<file path="config.mk">
export PLATFORM = sky130hd
export DESIGN_NAME = serial_adder_flat
export DESIGN_NICKNAME = d
export VERILOG_FILES = /design/src/rtl/serial_adder_pkg.sv /design/src/rtl/serial_adder_if.sv /design/src/rtl/serial_adder_add_slice.sv /design/src/rtl/serial_adder.sv /design/src/flat_wrapper.sv
export SDC_FILE = /design/constraint.sdc
export NUM_CORES = 1
export LEC_CHECK = 0
export CORE_MARGIN = 2
export CORE_UTILIZATION = 25
export CTS_CLUSTER_DIAMETER = 200
export CTS_CLUSTER_SIZE = 10
export DETAILED_ROUTE_END_ITERATION = 10
export DONT_BUFFER_PORTS = 1
export PLACE_DENSITY_LB_ADDON = 0.2
export SLEW_MARGIN = 20
export SYNTH_ARGS = -nofsm -noshare
export SYNTH_HDL_FRONTEND = slang
export SYNTH_SLANG_ARGS = --single-unit
export TNS_END_PERCENT = 20
</file>
<file path="constraint.sdc">
create_clock -name CLK -period 1.8 [get_ports CLK]
set_clock_uncertainty 0.1 [all_clocks]
set_input_delay 0.36 -clock CLK [delete_from_list [all_inputs] [get_ports CLK]]
set_output_delay 0.36 -clock CLK [all_outputs]
set_load 0.01 [all_outputs]
</file>
<file path="src/rtl/serial_adder_pkg.sv">
// Shared definitions for the slice-serial adder: FSM encoding and
// helpers that derive the cycle count from the operand/slice widths.
package serial_adder_pkg;

    typedef enum logic [1:0] {
        IDLE = 2'd0,
        RUN  = 2'd1,
        DONE = 2'd2
    } state_e;

    // Number of RUN cycles needed to walk WIDTH bits in SLICE-bit steps.
    function automatic int calc_n(input int width, input int slice);
        return width / slice;
    endfunction

    // Legal geometry: slice fits in the word and divides it exactly.
    function automatic bit width_ok(input int width, input int slice);
        return (slice >= 1) && (slice <= width) && ((width % slice) == 0);
    endfunction

endpackage

</file>
<file path="src/rtl/serial_adder_if.sv">
// Operand/result bundle for the serial adder. The requester drives the
// master side; the adder sits on the slave side.
interface serial_adder_if #(
    parameter int WIDTH = 8
);
    logic             START;
    logic             SUB;
    logic [WIDTH-1:0] A;
    logic [WIDTH-1:0] B;
    logic             BUSY;
    logic             VALID;
    logic [WIDTH-1:0] SUM;
    logic             CO;
    logic             OVF;

    modport master (
        output START, SUB, A, B,
        input  BUSY, VALID, SUM, CO, OVF
    );

    modport slave (
        input  START, SUB, A, B,
        output BUSY, VALID, SUM, CO, OVF
    );
endinterface

</file>
<file path="src/rtl/serial_adder_add_slice.sv">
// Combinational ripple of SLICE full adders. Also exposes the carry into
// the top bit so the caller can form two's-complement overflow.
module add_slice #(
    parameter int SLICE = 1
) (
    input  logic [SLICE-1:0] a,
    input  logic [SLICE-1:0] b,
    input  logic             ci,
    output logic [SLICE-1:0] s,
    output logic             co,
    output logic             c_msb_in
);

    // Ripple the carry through each bit of the slice, LSB first.
    always_comb begin
        logic c;
        c        = ci;
        s        = '0;
        c_msb_in = ci;
        for (int i = 0; i < SLICE; i++) begin
            if (i == SLICE - 1) begin
                c_msb_in = c;
            end
            s[i] = a[i] ^ b[i] ^ c;
            c    = (a[i] & b[i]) | (c & (a[i] ^ b[i]));
        end
        co = c;
    end

endmodule

</file>
<file path="src/rtl/serial_adder.sv">
// Slice-serial add/subtract: WIDTH-bit operands processed SLICE bits per
// clock, LSB slice first, with a start/busy/valid handshake. Subtraction
// reuses the adder as A + ~B + 1.
module serial_adder
    import serial_adder_pkg::*;
#(
    parameter int WIDTH = 8,
    parameter int SLICE = 1
) (
    input  logic          CLK,
    input  logic          RST,
    serial_adder_if.slave bus
);

    localparam int N  = calc_n(WIDTH, SLICE);
    localparam int CW = (N > 1) ? $clog2(N) : 1;

    generate
        if (!width_ok(WIDTH, SLICE)) begin : g_bad_geometry
            $error("serial_adder: WIDTH must be a multiple of SLICE and SLICE <= WIDTH");
        end
    endgenerate

    state_e           state_q;
    logic [WIDTH-1:0] ra_q;
    logic [WIDTH-1:0] rb_q;
    logic [WIDTH-1:0] res_q;
    logic [WIDTH-1:0] sum_q;
    logic             carry_q;
    logic [CW-1:0]    cnt_q;
    logic             busy_q;
    logic             valid_q;
    logic             co_q;
    logic             ovf_q;

    logic [SLICE-1:0]       sl_s;
    logic                   sl_co;
    logic                   sl_cmsb;
    logic [WIDTH+SLICE-1:0] res_cat;
    logic [WIDTH-1:0]       res_d;
    logic [WIDTH-1:0]       ra_d;
    logic [WIDTH-1:0]       rb_d;
    logic [CW-1:0]          cnt_d;
    logic                   cnt_last;

    add_slice #(.SLICE(SLICE)) u_slice (
        .a        (ra_q[SLICE-1:0]),
        .b        (rb_q[SLICE-1:0]),
        .ci       (carry_q),
        .s        (sl_s),
        .co       (sl_co),
        .c_msb_in (sl_cmsb)
    );

    // New slice enters at the top of the result; the concatenation keeps
    // the shift legal even when SLICE equals WIDTH.
    assign res_cat  = {sl_s, res_q};
    assign res_d    = res_cat[WIDTH+SLICE-1:SLICE];
    assign ra_d     = ra_q >> SLICE;
    assign rb_d     = rb_q >> SLICE;
    assign cnt_d    = cnt_q + CW'(1);
    assign cnt_last = (cnt_q == CW'(N - 1));

    // Handshake FSM and datapath registers; all outputs are registered.
    always_ff @(posedge CLK) begin
        if (RST) begin
            state_q <= IDLE;
            ra_q    <= '0;
            rb_q    <= '0;
            res_q   <= '0;
            sum_q   <= '0;
            carry_q <= 1'b0;
            cnt_q   <= '0;
            busy_q  <= 1'b0;
            valid_q <= 1'b0;
            co_q    <= 1'b0;
            ovf_q   <= 1'b0;
        end else begin
            case (state_q)
                IDLE, DONE: begin
                    valid_q <= 1'b0;
                    if (bus.START) begin
                        ra_q    <= bus.A;
                        rb_q    <= bus.SUB ? ~bus.B : bus.B;
                        carry_q <= bus.SUB;
                        cnt_q   <= '0;
                        res_q   <= '0;
                        busy_q  <= 1'b1;
                        state_q <= RUN;
                    end else begin
                        state_q <= IDLE;
                    end
                end
                RUN: begin
                    ra_q    <= ra_d;
                    rb_q    <= rb_d;
                    res_q   <= res_d;
                    carry_q <= sl_co;
                    cnt_q   <= cnt_d;
                    if (cnt_last) begin
                        sum_q   <= res_d;
                        co_q    <= sl_co;
                        ovf_q   <= sl_co ^ sl_cmsb;
                        busy_q  <= 1'b0;
                        valid_q <= 1'b1;
                        state_q <= DONE;
                    end
                end
                default: begin
                    busy_q  <= 1'b0;
                    valid_q <= 1'b0;
                    state_q <= IDLE;
                end
            endcase
        end
    end

    assign bus.BUSY  = busy_q;
    assign bus.VALID = valid_q;
    assign bus.SUM   = sum_q;
    assign bus.CO    = co_q;
    assign bus.OVF   = ovf_q;

endmodule

</file>
<file path="src/flat_wrapper.sv">
// flat-port wrapper written by rule: the top's interface ports become plain ports
module serial_adder_flat import serial_adder_pkg::*;
#(
    parameter int WIDTH = 8,
    parameter int SLICE = 1
)
  (CLK, RST, bus_START, bus_SUB, bus_A, bus_B, bus_BUSY, bus_VALID, bus_SUM, bus_CO, bus_OVF);
  serial_adder_if #(.WIDTH(WIDTH)) bus_i ();
  input  logic CLK;
  input  logic RST;
  input wire logic [$bits(bus_i.START)-1:0] bus_START;
  input wire logic [$bits(bus_i.SUB)-1:0] bus_SUB;
  input wire logic [$bits(bus_i.A)-1:0] bus_A;
  input wire logic [$bits(bus_i.B)-1:0] bus_B;
  output wire logic [$bits(bus_i.BUSY)-1:0] bus_BUSY;
  output wire logic [$bits(bus_i.VALID)-1:0] bus_VALID;
  output wire logic [$bits(bus_i.SUM)-1:0] bus_SUM;
  output wire logic [$bits(bus_i.CO)-1:0] bus_CO;
  output wire logic [$bits(bus_i.OVF)-1:0] bus_OVF;
  assign bus_i.START = bus_START;
  assign bus_i.SUB = bus_SUB;
  assign bus_i.A = bus_A;
  assign bus_i.B = bus_B;
  assign bus_BUSY = bus_i.BUSY;
  assign bus_VALID = bus_i.VALID;
  assign bus_SUM = bus_i.SUM;
  assign bus_CO = bus_i.CO;
  assign bus_OVF = bus_i.OVF;
  serial_adder #(.WIDTH(WIDTH), .SLICE(SLICE)) u_core (.CLK(CLK), .RST(RST), .bus(bus_i));
endmodule
</file>
* Word-level counts from Yosys, hierarchy flattened
Cells that the tools add are included.
** Cells by class
- Add/sub/neg operators :: 1
- Eq/ne operators :: 5
- Mux-type cells :: 17
- Bitwise gates (word level) :: 8
- Reductions and logical operators :: 7
** Operators by type and width (number)
- $pmux W8 S2 :: 3
- $mux W8 :: 4
- $not A8 Y8 :: 1
- $pmux W3 S2 :: 1
- $reduce_and A2 Y1 :: 3
- $mux W1 :: 4
- $pmux W1 S2 :: 2
- $pmux W2 S2 :: 1
- $reduce_or A2 Y1 :: 2
- $add A3 B1 Y3 const B :: 1
- $eq A3 B3 Y1 const B :: 1
- $mux W3 :: 1
- $xor A1 B1 Y1 :: 3
- $and A1 B1 Y1 :: 2
- $eq A2 B1 Y1 const B :: 1
- $eq A2 B2 Y1 const B :: 1
- $logic_not A2 Y1 :: 1
- $mux W2 :: 1
- $ne A2 B1 Y1 const B :: 1
- $ne A2 B2 Y1 const B :: 1
- $reduce_bool A2 Y1 :: 1
- $not A1 Y1 :: 1
- $or A1 B1 Y1 :: 1
** Storage, ports and cells
- Register bits :: 42
- Output and inout bits :: 12

* Logic depth before layout (Yosys ltp)
- Depth after elaboration :: 4
- Depth in mapped cells :: 5

* Cells and area by module
A second synthesis with hierarchy kept.
** Unflattened totals
- Cell total of the unflattened synthesis :: 179
- Area, all modules :: 1692.9 um^2
** By module, submodules not included
- serial_adder :: times used 1, cells an instance 177, area each 1665.3 um^2
- add_slice :: times used 1, cells an instance 2, area each 27.5 um^2

* Least setup slack after synthesis
Ideal clock, no wire load.
- Kind :: flip-flop to flip-flop
- From :: register u_core.cnt_q[0]
- To :: register u_core.co_q, in the netlist u_core.bus.CO
- Arrival time :: 1095 ps
- Setup slack :: 461 ps
- Stages on the path, launching flop included :: 6
- Buffers on the path :: 0
- Period minus slack after synthesis :: 1339 ps
- Path through :: dfxtp_1 > ha_1 > ha_1 > nand3b_1 > nand2_1 > a21oi_1
** On the way
- Longest elaborated chain between the ends :: 2
** RTL lines
- from (decl) :: line serial_adder.sv:30 : logic [CW-1:0] cnt_q;
- from (signal assigned) :: line serial_adder.sv:99 : cnt_q <= cnt_d;
- $eq A3 B3 Y1 :: line serial_adder.sv:62 : assign cnt_last = (cnt_q == CW'(N - 1));
- $reduce_and A2 Y1 (no source line)
- to (signal assigned) :: line serial_adder.sv:102 : co_q <= sl_co;
- to (decl) :: line serial_adder.sv:33 : logic co_q;
Every way passes these cells.
A chain may end at the register's enable or synchronous reset.

* Final worst setup path
Same ends and word-level chain as after synthesis.

==> metrics.md <==
| Metric | Value |
|---|---|
| Cell Area, Synth | `roughly 0.0019 sq mm` |
| Clock Sinks | `between 40 and 50` |
| Clock buffer depth | `2` |
| Prevailing post-synth register cell | `dfxtp_1` |
| Post-synthesis cell type count | `27` |
| Final GP Congestion | `around 0.7` |
| Top-count cell post-synth | `dfxtp_1` |
| Worst reg2reg path endpoint | `u_core.bus.CO` |
| CTS HTree Levels | `2` |
| Clock power frac | `0.334` |
| Slew Viols, Final | `0` |
| Number of flops mapped to enable cells by yosys | `0` |
| Hold path cells | `1` |
| Share of cells above drive strength 1 | `0.1917` |
| Core area | `roughly 0.0072 sq mm` |
| Async SR Flop Fraction | `0` |
| Worst Reg2Reg Path Length in Cells | `5` |
| Placed standard-cell area | `about 0.0019 sq mm` |
| I/O pin total | `32` |
| Full die area | `between 0.008 and 0.009 sq mm` |
| FF-to-FF setup slack | `roughly 0.35 ns` |
| Nets@finish | `between 200 and 250` |
| Antenna cells | `0` |
| Slew HR | `0.7241` |
| Worst Hold Launch | `RST` |
| Initial core utilization | `0.2567` |
| CTS tree | `yes` |
| CP max FO | `10` |
| P_leak | `just over 0.0006 uW` |
| Sink of the worst hold path | `u_core.bus.SUM[0]` |
| Initial antenna violation count | `0` |
| Worst setup SP type | `flip-flop` |
| Layout Area Growth over Synthesis | `6.419%` |
| Comb pwr share | `0.110` |
| Global Route Usage Sum | `0.09913` |
| R2R Path Start | `u_core.cnt_q[0]` |
| Internal power | `1299 uW` |
| Switching pwr | `between 400 and 500 uW` |
| Vias | `around 1300` |
| TritonCTS Buffers | `5` |
| Drt pass-1 iters | `4` |
| Final WL | `between 3000 and 4000 um` |
| Residual DRC | `0` |
| Vias in the first global route | `about 1300` |
| Yosys top cell area share | `0.4432` |
| First-pass GRT wire length | `approximately 6500 um` |
| CP arrival | `1.57 ns` |
| Largest net degree at the start of global routing | `42` |
| Via density | `approximately 4.6` |
| Skew-Pair Late Insertion Delay | `approximately 0.28 ns` |
| WS Path Type | `reg2reg` |
| Remaining Overflow, GRT | `0` |
| Worst slew pin tran | `about 0.41 ns` |
| Max Clock Freq | `around 700 MHz` |
| CP required | `~1.9 ns` |
| Synth Warn # | `0` |
| Die H | `between 90 and 100 um` |
| RSZ-0062 raised after global routing | `false` |
| Fin area | `roughly 0.002 sq mm` |
| Setup_tns | `0 ns` |
| Net Count, Synth | `220` |
| Worst-path clk slew | `~0.080 ns` |
| Net Sw Frac | `0.2554` |
| DRT iter0 DRCs | `between 60 and 70` |
| Final hold violation count | `0` |
| Sequential share of power | `0.556` |
| PwrDens | `just under 900 mW/mm^2` |
| Cells after Synth | `about 200` |
| Hpwl dp | `2362 um` |
| Peak supply drop | `between 0.0002 and 0.0003 V` |
| WL/cell | `13.32 um` |
| Syn Area/Cell | `around 9.4 sq um` |
| CTS root buf | `clkbuf_8` |
| PortBufs | `0` |
| Max Cap Viol | `0` |
| Post-synth top area cell | `dfxtp_1` |
| Setup crit end kind | `flip-flop` |
| Synth top cells by count | `dfxtp_1, nand3_1, a21oi_1, nand2_1` |
| Period utilisation layout | `0.8042` |
| Post-CTS setup buffer count | `0` |
| Total power draw | `1745 uW` |
| Synthesized flop and latch total | `41` |
| Post-CTS sizing | `0` |
| Setup Viol. Count Final | `0` |
| Die X | `between 90 and 100 um` |
| Final ANT Viol Nets | `0` |
| # rows | `31` |
| Minimum clock period | `about 1.4 ns` |
| Seq/Total Area, Yosys | `0.4432` |
| Top post-synthesis cells by area | `dfxtp_1, nand3_1, a22oi_2, a21oi_1, a21oi_2` |
| Hold_buf cts | `0` |
| Final core utilization | `0.2732` |
| Hold/Removal Path Class | `in2reg` |
| Status | `finished, final reports clean` |
layout make-up:
cell class | instances | area, sq um
fillers | 819 | 5244
multi-input cells | 137 | 880.8
repair buffers | 7 | 65.06
well taps | 99 | 123.9
clock buffers | 8 | 80.08
flip-flops and latches | 41 | 820.8
layer usage:
layer | global-route usage | part of all wire
met2 | 0.1422 | 0.43
met5 | 0 | 0
met4 | 0.03462 | 0.010
met3 | 0.04359 | 0.074
met1 | 0.1320 | 0.48
worst max-delay path: stages (launching register included):
cell and delay (ns):
dfxtp_1 0.33, ha_1 0.20, ha_1 0.19, nand3b_1 0.33, nand2_1 0.10, a21oi_1 0.14
state kept, by name, summed over array words and instances (netlist names), 2 cells and up:
name	flops
u_core.ra_q	8
u_core.rb_q	8
u_core.bus.SUM	8
u_core.state_q	2
u_core.cnt_q	3
u_core.res_q	7
cell usage in the layout, fill, tap and decap left out, types with 2 or more instances in the layout:
master	n
nand3_1	35
xor2_1	9
a21oi_2	11
clkbuf_1	3
nand2_1	22
a21oi_1	27
nand2b_1	3
dfxtp_1	41
nor2_1	3
ha_1	2
buf_4	6
clkbuf_8	5
nand3_2	2
a22oi_1	4
a22oi_2	11
metrics by stage:
stage	setup WS, ns	hold slack (ns)	std cells
floorplan	0.4608	0.3438	197
global placement	0.3429	0.3301	284
detailed placement	0.3298	0.3301	284
CTS	0.3105	0.01630	292
global route	0.1683	0.006641	292
finish	0.3524	0.03345	292
worst max-delay path by stage:
stage / start / end / cells past startpoint / slack, ns
6_report: u_core.cnt_q[0] / u_core.bus.CO / 5 / 0.35
5_1_grt: u_core.cnt_q[0] / u_core.bus.CO / 5 / 0.17
4_1_cts: u_core.cnt_q[0] / u_core.bus.CO / 5 / 0.31
3_5_place_dp: u_core.cnt_q[0] / u_core.bus.CO / 5 / 0.33
3_3_place_gp: u_core.cnt_q[0] / u_core.bus.SUM[7] / 5 / 0.34
2_1_floorplan: u_core.cnt_q[0] / u_core.bus.CO / 5 / 0.46
power groups by stage:
stage	Clock, uW	Combinational (uW)	Sequential (uW)
3_3_place_gp	0	195	992
6_report	582	192	971
3_5_place_dp	0	195	993
2_1_floorplan	0	201	986
4_1_cts	607	195	971
5_1_grt	656	217	976
kinds of logic (layout without fill, tap and decap cells):
logic type / Yosys count / in the layout / share of synthesized area
AO/OA/AOI/OAI: 55 / 55 / 0.2237
buffers and inverters: 19 / 15 / 0.08107
adder cells (fa/ha/maj): 3 / 3 / 0.02432
AND/OR/NAND/NOR: 70 / 70 / 0.1851
flip-flops: 41 / 41 / 0.4432
XOR/XNOR: 9 / 9 / 0.04257
No activity file was read; power rests on OpenSTA's default activity.
